===== src/rtl/usb_out_ep_fifo.sv =====
// usb_out_ep_fifo: byte FIFO between the USB RX packet handler and the OUT
// endpoint consumer. Packets are written speculatively at wr_ptr and only
// become readable once committed (cm_ptr) by a good end-of-packet; aborted,
// overflowing or oversize packets roll wr_ptr back to cm_ptr. rx_nak is
// raised while a max-size packet could not fit in the uncommitted space.
// Optional feature macro: USB_OUT_FIFO_STATS_EN enables the saturating
// dropped-packet counter on drop_count; otherwise drop_count reads 8'h00.
module usb_out_ep_fifo #(
  parameter int DEPTH   = 64,
  parameter int MAX_PKT = 32,
  parameter int ADDR_W  = $clog2(DEPTH)
) (
  input  logic       clk,
  input  logic       reset,
  input  logic       rx_pkt_start,
  input  logic       rx_data_put,
  input  logic [7:0] rx_data,
  input  logic       rx_pkt_end,
  input  logic       rx_pkt_abort,
  output logic       rx_nak,
  output logic       out_ep_req,
  input  logic       out_ep_grant,
  output logic       out_ep_data_avail,
  input  logic       out_ep_data_get,
  output logic [7:0] out_ep_data,
  output logic       out_ep_acked,
  output logic [7:0] drop_count
);

  localparam logic [1:0] ST_IDLE = 2'd0;
  localparam logic [1:0] ST_RECV = 2'd1;
  localparam logic [1:0] ST_DROP = 2'd2;

  localparam logic [ADDR_W:0] DEPTH_P = (ADDR_W+1)'(DEPTH);
  localparam logic [ADDR_W:0] MAX_P   = (ADDR_W+1)'(MAX_PKT);
  localparam logic [ADDR_W:0] ONE_P   = (ADDR_W+1)'(1);

  logic [1:0]      state_q, state_d;
  logic [ADDR_W:0] wr_ptr_q, wr_ptr_d;
  logic [ADDR_W:0] cm_ptr_q, cm_ptr_d;
  logic [ADDR_W:0] rd_ptr_q, rd_ptr_d;
  logic            avail_q, avail_d;
  logic            nak_q, nak_d;
  logic            acked_q, acked_d;
  logic [7:0]      data_q, data_d;

  logic [7:0]        mem [DEPTH];
  logic              wr_en;
  logic              commit;
  logic              full;
  logic              oversize;
  logic              pop;
  logic [ADDR_W:0]   committed_d;
  logic [ADDR_W-1:0] wr_addr;
  logic [ADDR_W-1:0] rd_addr;

  // Occupancy flags from the current pointers; the pop guard uses the live
  // comparison so a get can never run past the committed region.
  always_comb begin
    full     = (wr_ptr_q - rd_ptr_q) == DEPTH_P;
    oversize = (wr_ptr_q - cm_ptr_q) == MAX_P;
    pop      = out_ep_data_get && out_ep_grant && (cm_ptr_q != rd_ptr_q);
    wr_addr  = wr_ptr_q[ADDR_W-1:0];
  end

  // Packet FSM: a new start always abandons the current packet first, then
  // abort beats end, and a rejected put discards the whole packet.
  always_comb begin
    state_d  = state_q;
    wr_ptr_d = wr_ptr_q;
    cm_ptr_d = cm_ptr_q;
    wr_en    = 1'b0;
    commit   = 1'b0;
    if (rx_pkt_start) begin
      wr_ptr_d = cm_ptr_q;
      state_d  = nak_q ? ST_DROP : ST_RECV;
    end else begin
      case (state_q)
        ST_IDLE: ;
        ST_RECV: begin
          if (rx_pkt_abort) begin
            wr_ptr_d = cm_ptr_q;
            state_d  = ST_IDLE;
          end else if (rx_data_put && (full || oversize)) begin
            wr_ptr_d = cm_ptr_q;
            state_d  = rx_pkt_end ? ST_IDLE : ST_DROP;
          end else begin
            if (rx_data_put) begin
              wr_en    = 1'b1;
              wr_ptr_d = wr_ptr_q + ONE_P;
            end
            if (rx_pkt_end) begin
              cm_ptr_d = wr_ptr_d;
              commit   = 1'b1;
              state_d  = ST_IDLE;
            end
          end
        end
        ST_DROP: begin
          if (rx_pkt_end || rx_pkt_abort) begin
            wr_ptr_d = cm_ptr_q;
            state_d  = ST_IDLE;
          end
        end
        default: state_d = ST_IDLE;
      endcase
    end
  end

  // Read side and registered status; the head read forwards a same-cycle
  // write so a byte committed into an empty FIFO is visible right away.
  always_comb begin
    rd_ptr_d    = pop ? (rd_ptr_q + ONE_P) : rd_ptr_q;
    rd_addr     = rd_ptr_d[ADDR_W-1:0];
    committed_d = cm_ptr_d - rd_ptr_d;
    avail_d     = cm_ptr_d != rd_ptr_d;
    nak_d       = (DEPTH_P - committed_d) < MAX_P;
    acked_d     = commit;
    data_d      = data_q;
    if (avail_d) begin
      data_d = (wr_en && (wr_addr == rd_addr)) ? rx_data : mem[rd_addr];
    end
  end

  // Control and status registers.
  always_ff @(posedge clk or posedge reset) begin
    if (reset) begin
      state_q  <= ST_IDLE;
      wr_ptr_q <= '0;
      cm_ptr_q <= '0;
      rd_ptr_q <= '0;
      avail_q  <= 1'b0;
      nak_q    <= 1'b0;
      acked_q  <= 1'b0;
      data_q   <= 8'h00;
    end else begin
      state_q  <= state_d;
      wr_ptr_q <= wr_ptr_d;
      cm_ptr_q <= cm_ptr_d;
      rd_ptr_q <= rd_ptr_d;
      avail_q  <= avail_d;
      nak_q    <= nak_d;
      acked_q  <= acked_d;
      data_q   <= data_d;
    end
  end

  // Payload storage; contents are meaningful only between rd_ptr and wr_ptr.
  always_ff @(posedge clk) begin
    if (wr_en) begin
      mem[wr_addr] <= rx_data;
    end
  end

  assign rx_nak            = nak_q;
  assign out_ep_data_avail = avail_q;
  assign out_ep_req        = avail_q;
  assign out_ep_data       = data_q;
  assign out_ep_acked      = acked_q;

`ifdef USB_OUT_FIFO_STATS_EN
  logic       drop_event;
  logic [7:0] drop_count_q, drop_count_d;

  function automatic logic [7:0] sat_inc8(input logic [7:0] v, input logic inc);
    if (inc && (v != 8'hFF)) begin
      return v + 8'd1;
    end
    return v;
  endfunction

  // One drop event per packet that is discarded rather than committed.
  always_comb begin
    drop_event = ((state_q == ST_RECV) && (rx_pkt_start || rx_pkt_abort)) ||
                 ((state_q == ST_RECV) && !rx_pkt_start && !rx_pkt_abort &&
                  rx_data_put && (full || oversize) && rx_pkt_end) ||
                 ((state_q == ST_DROP) && (rx_pkt_start || rx_pkt_end || rx_pkt_abort));
    drop_count_d = sat_inc8(drop_count_q, drop_event);
  end

  // Saturating dropped-packet counter, cleared only by reset.
  always_ff @(posedge clk or posedge reset) begin
    if (reset) begin
      drop_count_q <= 8'h00;
    end else begin
      drop_count_q <= drop_count_d;
    end
  end

  assign drop_count = drop_count_q;
`else
  assign drop_count = 8'h00;
`endif

endmodule


===== config.mk =====
export PLATFORM = sky130hd
export DESIGN_NAME = usb_out_ep_fifo
export DESIGN_NICKNAME = d
export VERILOG_FILES = /design/src/rtl/usb_out_ep_fifo.sv
export SDC_FILE = /design/constraint.sdc
export NUM_CORES = 1
export LEC_CHECK = 0
export ABC_AREA = 1
export CELL_PAD_IN_SITES_DETAIL_PLACEMENT = 0
export CELL_PAD_IN_SITES_GLOBAL_PLACEMENT = 1
export CORE_ASPECT_RATIO = 0.7
export CORE_MARGIN = 2
export CORE_UTILIZATION = 45
export DETAILED_ROUTE_END_ITERATION = 12
export PLACE_DENSITY_LB_ADDON = 0.12
export REMOVE_ABC_BUFFERS = 1
export SLEW_MARGIN = 20
export SYNTH_ARGS = -nofsm -noshare
export SYNTH_HDL_FRONTEND = slang
export SYNTH_SLANG_ARGS = --single-unit
export TNS_END_PERCENT = 1

===== constraint.sdc =====
create_clock -name clk -period 3.5 [get_ports clk]
set_input_delay 0.35 -clock clk [delete_from_list [all_inputs] [get_ports clk]]
set_output_delay 0.35 -clock clk [all_outputs]
set_load 0.03 [all_outputs]

# After elaboration in Yosys (flattened, before gate mapping)
# Memory sizes are Yosys's and may differ from the RTL's. A register that Yosys moved wholly into a read port is not among the register bits.
# Cells that the tools add are included.
# W data, S select, Z words.
[op_classes] reduce_logical=9 mux=32 magnitude_cmp=1 n_addsub=6 eq_ne=9
[ops] operator="$mux W7" count=11
[ops] operator="$sub A7 B7 Y7" count=3
[ops] operator="$add A7 B1 Y7 const B" count=2
[ops] operator="$mux W2" count=7
[ops] operator="$ne A7 B7 Y1" count=2
[ops] operator="$pmux W7 S2" count=1
[ops] operator="$mux W1" count=12
[ops] operator="$eq A7 B6 Y1 const B" count=1
[ops] operator="$eq A7 B7 Y1 const B" count=1
[ops] operator="$lt A7 B6 Y1 const B" count=1
[ops] operator="$sub A7 B7 Y7 const A" count=1
[ops] operator="$pmux W2 S3" count=1
[ops] operator="$ne A5 B5 Y1 const B" count=1
[ops] operator="$logic_and A1 B1 Y1" count=3
[ops] operator="$ne A3 B3 Y1 const B" count=1
[ops] operator="$reduce_and A3 Y1" count=1
[ops] operator="$reduce_bool A3 Y1" count=1
[ops] operator="$eq A2 B1 Y1 const B" count=1
[ops] operator="$eq A2 B2 Y1 const B" count=1
[ops] operator="$logic_not A2 Y1" count=1
[ops] operator="$logic_or A1 B1 Y1" count=2
[ops] operator="$ne A2 B2 Y1 const B" count=1
[ops] operator="$reduce_and A2 Y1" count=1
[totals] register_bits=26 mem_bits_rw=512 mem_count=1 elab_cells=65
[mem_list] memory="mem" depth=64 word_bits=8 rd=1 rd_clocked_by_memory_dff=1 wr=1 line="47" rtl="logic [7:0] mem [DEPTH];"

# Depth between registers and ports, before layout
# Gate-level depths: netlist (run 1).
[depth] ltp_word=11 depth_mapped=30 mapped_depth_nobuf=29

# Least setup slack after synthesis (run 1)
# No wires, ideal clock.
[synth_timing] path_kind="register to register" start="reg wr_ptr_q[1]" end="reg nak_q (netlist: rx_nak)" path_slack_ns=-0.091 arrival_time_ns=3.469 synth_period_minus_slack_ns=3.591 path_buffers=1 stages_incl_launch_ff=26 cell_sequence="dfrtp_1 > ha_1 > inv_1 > o21bai_1 > or2_2 > a21oi_1 > nand2_1 > nor2_1 > nand3_1 > nand2_1 > nand2_1 > nand3_1 > buf_2 > inv_1 > nand2_1 > o21ai_0 > ha_1 > ha_1 > nand2_1 > nor2_1 > o211ai_1 > nand2_1 > a21oi_1 > xor2_1 > nand3b_1 > a21oi_1"
[synth_via] elab_chain_cells=11 word_cells_on_any_way=16 cone_classes="5 x add/sub; 1 x order compare; 2 x eq/ne; 6 x mux; 2 x reduce/logical"
[synth_lines] item="start, declared" line="39" rtl="logic [ADDR_W:0] wr_ptr_q, wr_ptr_d;"
[synth_lines] item="start signal, assigned" line="138" rtl="wr_ptr_q <= wr_ptr_d;"
[synth_lines] item="$sub A7 B7 Y7 (on tied branches)" line="60, 61"
[synth_lines] item="$eq A7 B7 Y1 / $eq A7 B6 Y1 (equally long branches)" line="60, 61"
[synth_lines] item="$logic_or A1 B1 Y1" line="84" rtl="end else if (rx_data_put && (full || oversize)) begin"
[synth_lines] item="$logic_and A1 B1 Y1" line="84"
[synth_lines] item="$mux W7 (*)" line="84"
[synth_lines] item="$mux W7 (*)" line="81" rtl="if (rx_pkt_abort) begin"
[synth_lines] item="$mux W7 (*)" line="78" rtl="case (state_q)"
[synth_lines] item="$mux W7 (*)" line="74" rtl="if (rx_pkt_start) begin"
[synth_lines] item="$sub A7 B7 Y7 (*)" line="115" rtl="committed_d = cm_ptr_d - rd_ptr_d;"
[synth_lines] item="$sub A7 B7 Y7 (*)" line="117" rtl="nak_d = (DEPTH_P - committed_d) < MAX_P;"
[synth_lines] item="$lt A7 B6 Y1 (*)" line="117"
[synth_lines] item="net nak_d" line="43" rtl="logic nak_q, nak_d;"
[synth_lines] item="end signal, assigned" line="142" rtl="nak_q <= nak_d;"
[synth_lines] item="end, declared" line="43"
# Mark *: on every way through the listed nets, which the timed path passes. The rest lies on a longest branch.
# A chain may end at the register's enable or synchronous reset.

# Final worst setup path (run 1)
# Ends and elaborated chain as after synthesis.

==> impl_metrics.tcl, run 1 <==
set metrics [dict create \
    wl_per_cell_um 20.6 \
    critical_path_class "reg2reg" \
    rows 72 \
    outcome "complete, no violations" \
    synth_compound_area_share_pct 1.10 \
    maxCapViolations 0 \
    fmax_mhz 290 \
    finalCriticalPeriod_ns 3.45 \
    synth_area_leaders "edfxtp_1 (61%), nand3_1 (11%), nand2_1 (10%), inv_1 (7.1%), dfrtp_1 (3.4%)" \
    fin_util_pct 53.4 \
    critPathMaxFanout 5 \
    max_stage_delay_ns 0.39 \
    postSynthAreaPerCell_um2 9.73 \
    fin_ws_ns 0.0544 \
    grt_pass1_wl_um 110000 \
    synthMuxAreaShare_pct 0 \
    arrival_ns 3.94 \
    synth_top_family_by_area "simple AND/OR/NAND/NOR gates" \
    slew_viol_final 0 \
    synth-simple-area-share_pct 23.3 \
    cp-start-kind "flip-flop" \
    routabilityCongestion 0.933 \
    cts_hold_buf 0 \
    crit_buf_inv 2 \
    setup_viol 0 \
    yosysTopAreaCell "edfxtp_1" \
    drtIter0Drc 1926 \
    layout-drive-gt1-share_pct 12.1 \
    antenna_found_initial 0 \
    grt_use_total_pct 25.5 \
    crit_family "simple AND/OR/NAND/NOR gates" \
    root_buffer "clkbuf_16" \
    fillCellCount 4949 \
    setup-tns-final_ns 0 \
    grt_setup_unrepaired "yes" \
    synthCells 2609 \
    power_w 0.0233 \
    pre_cts_slack_ns -0.269 \
    start_util_pct 45.7 \
    synth_fa_ha_area_share_pct 1.18 \
    yosys_warnings 0 \
    dpl-instance-area_um2 27600 \
    clk_latency_ns 0.63 \
    synthToLayoutAreaGrowth_pct 16.8 \
    worstPathCellList "buf_4 > ha_4 > inv_2 > o21bai_4 > or2_4 > a21oi_2 > nand2_1 > nor2_2 > nand3_2 > nand2_4 > nand2_4 > nand3_4 > nand2_2 > o21ai_4 > ha_4 > ha_4 > nand2_1 > nor2_1 > o211ai_1 > nand2_1 > a21oi_2 > xor2_1 > nand3b_1 > a21oi_1" \
    chipWidth_um 288 \
    fin_area_um2 29600 \
    cts_made_buffers 54 \
    placement.io_buffers 27 \
    die_height_um 203 \
    dp_hpwl_um 46800 \
    vias_per_cell 5.17 \
    drc 0 \
    clock-skew-final_ns 0.0159 \
    cts.htree.levels 2 \
    cts_buffer_depth 3 \
    hold_viol 0 \
    peakVddDrop_uv 775 \
    crit_path_end_kind "flip-flop" \
    synthesis.area_um2 25400 \
    grt_pass1_vias 17100 \
    clkTransAtPathRegs_ns 0.07 \
    coreArea_um2 55500 \
    worst_pin_slew_ns 0.902 \
    antenna_cells 0 \
    cts_tree "built" \
    drt_wl_total_um 73500 \
    cellPowerDensity_nw_per_um2 786 \
    max-slew-margin-rel_pct 39.9 \
    cts_sinks 546 \
    ant_nets 0 \
    yosysSeqAreaShare_pct 63.9 \
    leakage_nw 12.8 \
    synth_top_area_share_pct 60.6 \
    hp-class "in2async" \
    slowest_stage "dfrtp_1" \
    synth_cell_types 38 \
    dieArea_um2 58300 \
    post-route-period-util_pct 98.4 \
    num_vias 18400 \
    synth_xor_area_share_pct 0.725 \
    nets 2815 \
    grt_max_degree 69 \
    grt.overflow.total 0 \
    synth-seq-cells 546 \
    drt_first_pass_iters 5 \
    pin_count 36 \
    required_ns 4.00 \
]
## synthesized netlist by cell type (all sizes together)
cell and count:
and3 1, o21bai 2, ha 24, or2 2, dfrtp 34, o21ai 25
nor3 8, clkinv 5, nand3 550, nand2 689, a31oi 1, o21a 1
nand4 15, nor4 3, xor2 17, edfxtp 512, a21oi 13, o211ai 3
conb 1, nand3b 5, nor2 83, clkbuf 22, xnor2 4, a21boi 1
buf 99, inv 489
## cells by family (layout without fill, tap and decap cells)
family,after synthesis,after routing
and+or+nand+nor,1356,1356
buffers and inverters,615,818
DFF,546,546
AOI/OAI and AO/OA,46,46
adders and majority gates,24,24
xor gates and xnor gates,21,21
other,1,8
## cells in the final DEF (no fill, tap or decap), types with 9 or more instances in the layout
| cell type | count |
|---|---|
| nor2_1 | 80 |
| ha_4 | 10 |
| nand4_1 | 15 |
| clkinv_1 | 19 |
| clkinv_2 | 11 |
| ha_1 | 14 |
| nand2_2 | 9 |
| nand2_4 | 9 |
| a21oi_1 | 10 |
| buf_4 | 177 |
| clkdlybuf4s50_1 | 19 |
| o21ai_0 | 15 |
| edfxtp_1 | 512 |
| xor2_1 | 17 |
| buf_12 | 18 |
| clkbuf_16 | 56 |
| inv_1 | 480 |
| nand3_1 | 544 |
| clkbuf_1 | 15 |
| dfrtp_1 | 34 |
| nand2_1 | 670 |
## through the flow
| step | hold WS, ns | instances |
|---|---|---|
| floorplan | 0.449 | 2495 |
| global placement | 0.561 | 3453 |
| detailed placement | 0.550 | 3453 |
| CTS | 0.137 | 3556 |
| global route | 0.182 | 3559 |
| finish | 0.144 | 3559 |
## registers in the layout, indices dropped and copies added (netlist names)
name / flops
wr_ptr_q: 7
out_ep_data: 8
rd_ptr_q: 7
cm_ptr_q: 7
mem: 512
rx_nak: 1
state_q: 2
out_ep_data_avail: 1
out_ep_acked: 1
## cell type report
| type | count | area (um^2) | share of cell area, % |
|---|---|---|---|
| Clock inverter | 29 | 205 | 0.692 |
| Tap cell | 740 | 926 | 3.12 |
| Timing Repair Buffer | 224 | 1940 | 6.55 |
| Sequential cell | 546 | 16200 | 54.7 |
| Clock buffer | 71 | 1460 | 4.92 |
| Multi-Input combinational cell | 1455 | 7030 | 23.7 |
| Inverter | 494 | 1860 | 6.28 |
## worst min-delay path: cells and delay by family
| family | cells | cell delay (ns) |
|---|---|---|
| buf+inv | 3 | 0.84 |
## routing by layer
| metal | GRT usage, % | vias to the layer above | wire (um) | share of wire [%] |
|---|---|---|---|---|
| met3 | 5.51 | 93 | 6380 | 8.7 |
| met5 | 0 | - | 0 | 0 |
| li1 | - | 8813 | - | - |
| met4 | 5.40 | 0 | 1290 | 1.8 |
| met2 | 36.5 | 666 | 31000 | 42 |
| met1 | 39.6 | 8842 | 34800 | 47 |
## power breakdown
part | leakage (nW) | switching, W | internal, W
logic | 7.02 | 0.00678 | 0.00339
clock network | 0.815 | 0.00253 | 0.00307
registers | 4.99 | 0.000173 | 0.00735
## worst paths after layout
kind                            slack, ns                    start  cells past startpoint                 endpoint
worst max-delay path                 0.05  wr_ptr_q[1]$_DFFE_PP0P_                     24         rx_nak$_DFF_PP0_
worst min-delay path                 0.14                    reset                      3    rd_ptr_q[2]$_DFF_PP0_
worst max register to register       0.05  wr_ptr_q[1]$_DFFE_PP0P_                     24         rx_nak$_DFF_PP0_
worst min register to register       0.55         rx_nak$_DFF_PP0_                      1   state_q[0]$_DFFE_PP0P_
max in group asynchronous            3.00                    reset                      3  wr_ptr_q[6]$_DFFE_PP0P_
min in group clk                     0.32               rx_data[6]                      1     mem[31][6]$_DFFE_PP_
## what timing repair did
| item | in CTS | in global routing |
|---|---|---|
| endpoints found under the hold margin | 0 | 0 |
| resized for setup | 22 | 40 |
| setup endpoints to repair | 1 | 328 |
| pin swaps | 8 | 15 |
| setup buffers | 3 | 3 |
Power figures use the tool's default switching activity.
==> inputs of run 2 (changes only) <==
- SLEW_MARGIN: 20 -> 10
==> results of run 2 <==
Same layout as run 1: the final DEF is identical, and so are final timing and power.
==> inputs of run 3 (changes only) <==
- CTS_CLUSTER_SIZE: unset -> 16
==> run 3 against run 2 <==
Against the previous run: worst hold slack got worse by 0.0057 ns; sequential cell count stayed put; critical path depth unchanged; critical path type unchanged.
==> impl_metrics.tcl, run 3 (synthesized netlist as in run 1, its figures left out) <==
set metrics [dict create \
    coreArea_um2 55500 \
    worst_pin_slew_ns 0.903 \
    start_util_pct 45.7 \
    root_buffer "clkbuf_16" \
    p_seq_share_pct 32.3 \
    hp-class "in2async" \
    cts_made_buffers 54 \
    crit_family "simple AND/OR/NAND/NOR gates" \
    layout-drive-gt1-share_pct 12.1 \
    fin_area_um2 29600 \
    largest_register "mem" \
    swShare_pct 40.7 \
    setup_viol 0 \
    final_cells 3560 \
    slowest_stage "dfrtp_1" \
    post-route-period-util_pct 98.6 \
    drt_wl_total_um 73400 \
    fin_ws_ns 0.0505 \
    cts_sinks 546 \
    critPathMaxFanout 5 \
    routabilityCongestion 0.933 \
    cts_buffer_depth 3 \
    maxCapViolations 0 \
    dp_hpwl_um 46800 \
    wl_per_cell_um 20.6 \
    slew_viol_final 0 \
    vias_per_cell 5.15 \
    critical_path_class "reg2reg" \
    cts_tree "built" \
    layout_commonest_cell "nand2_1" \
    drtIter0Drc 1852 \
    combinationalPowerShare_pct 43.7 \
    grt_use_total_pct 25.4 \
    clkTransAtPathRegs_ns 0.07 \
    crit_path_end_kind "flip-flop" \
    antenna_found_initial 0 \
    clock-skew-final_ns 0.0122 \
    peakVddDrop_uv 775 \
    hold_viol 0 \
    grt_pass1_vias 17200 \
    placed_cells 3453 \
    grt_pass1_wl_um 110000 \
    arrival_ns 3.95 \
    worstPathCellList "buf_4 > ha_4 > inv_2 > o21bai_4 > or2_4 > a21oi_2 > nand2_1 > nor2_2 > nand3_2 > nand2_4 > nand2_4 > nand3_4 > nand2_2 > o21ai_4 > ha_4 > ha_4 > nand2_1 > nor2_1 > o211ai_1 > nand2_1 > a21oi_2 > xor2_1 > nand3b_1 > a21oi_1" \
    finalCriticalPeriod_ns 3.45 \
    ant_nets 0 \
    power_frac_clock_pct 24.0 \
    synthToLayoutAreaGrowth_pct 16.8 \
    die_height_um 203 \
    pre_cts_slack_ns -0.269 \
    nets 2815 \
    power_w 0.0233 \
    drt_first_pass_iters 6 \
    required_ns 4.00 \
    pin_count 36 \
    internal_power_w 0.0138 \
    max_stage_delay_ns 0.39 \
    placement.io_buffers 27 \
    cellPowerDensity_nw_per_um2 786 \
    cts_hold_buf 0 \
    outcome "complete, no violations" \
    cp-start-kind "flip-flop" \
    grt_setup_unrepaired "yes" \
    leakage_nw 12.8 \
    clk_latency_ns 0.62 \
    num_vias 18300 \
    dieArea_um2 58300 \
    grt.overflow.total 0 \
    cts.htree.levels 2 \
    dpl-instance-area_um2 27600 \
    grt_max_degree 69 \
    final_cell_mix "nand2_1 (670), nand3_1 (544), edfxtp_1 (512)" \
    fmax_mhz 290 \
    max-slew-margin-rel_pct 39.8 \
    largest_reg_flops 512 \
    fillCellCount 4949 \
    setup-tns-final_ns 0 \
    chipWidth_um 288 \
    crit_buf_inv 2 \
    power_switching_w 0.00949 \
    rows 72 \
    drc 0 \
]
run 3: cell count changes in the layout (fill, tap and decap cells not counted), sizes merged:
| cell | change |
|---|---|
| diode | +1 |
| clkbuf | -2 |
| clkinv | +3 |
| inv | -1 |
run 3: tightest hold or removal path, cell delays in order:
cell and delay (ns):
clkdlybuf4s50_1 0.39, inv_1 0.05, buf_4 0.40
run 3: per-stage QoR:
stage / hold WS, ns / util, %
5_1_grt: 0.185 / 53.4
2_1_floorplan: 0.449 / -
3_5_place_dp: 0.550 / 49.8
3_3_place_gp: 0.561 / 49.8
6_report: 0.138 / 53.4
4_1_cts: 0.139 / 53.0
run 3: repair_timing:
action,CTS,global route
setup buffers,3,3
pin swaps,8,15
gates resized for setup,22,40
setup endpoints to repair,1,330
run 3: final cells by class:
| cell class | instances | area [um^2] | share of cell area, % |
|---|---|---|---|
| Clock buffer | 69 | 1450 | 4.89 |
| Multi-Input combinational cell | 1455 | 7030 | 23.7 |
| Sequential cell | 546 | 16200 | 54.7 |
| Clock inverter | 31 | 213 | 0.717 |
| Inverter | 494 | 1860 | 6.28 |
| Tap cell | 740 | 926 | 3.12 |
| Timing Repair Buffer | 224 | 1940 | 6.55 |
| Antenna cell | 1 | 2.50 | 0.00844 |
run 3: layer usage:
metal | wire length (um) | global-route usage, % | vias to the layer above
met4 | 1270 | 5.42 | 0
met5 | 0 | 0 | -
met1 | 35100 | 39.5 | 8847
met2 | 30600 | 36.5 | 609
met3 | 6410 | 5.52 | 86
li1 | - | - | 8806
run 3: path summary, 6_finish.rpt:
check                                        startpoint                       to  slack, ns  cells past startpoint
max in group asynchronous                         reset  wr_ptr_q[6]$_DFFE_PP0P_       3.00                      3
worst min register to register         rx_nak$_DFF_PP0_   state_q[0]$_DFFE_PP0P_       0.55                      1
min in group clk                             rx_data[6]     mem[31][6]$_DFFE_PP_       0.31                      1
worst max-delay path            wr_ptr_q[1]$_DFFE_PP0P_         rx_nak$_DFF_PP0_       0.05                     24
worst max register to register  wr_ptr_q[1]$_DFFE_PP0P_         rx_nak$_DFF_PP0_       0.05                     24
worst min-delay path                              reset    rd_ptr_q[2]$_DFF_PP0_       0.14                      3
run 3: power groups by stage:
stage / sequential (W) / combinational [W] / clock, W
after global routing: 0.00753 / 0.0111 / 0.00593
after detailed placement: 0.00765 / 0.00952 / 0
after CTS: 0.00751 / 0.00971 / 0.00568
after floorplan: 0.00777 / 0.00569 / 0
after global placement: 0.00765 / 0.00943 / 0
final: 0.00752 / 0.0102 / 0.00560
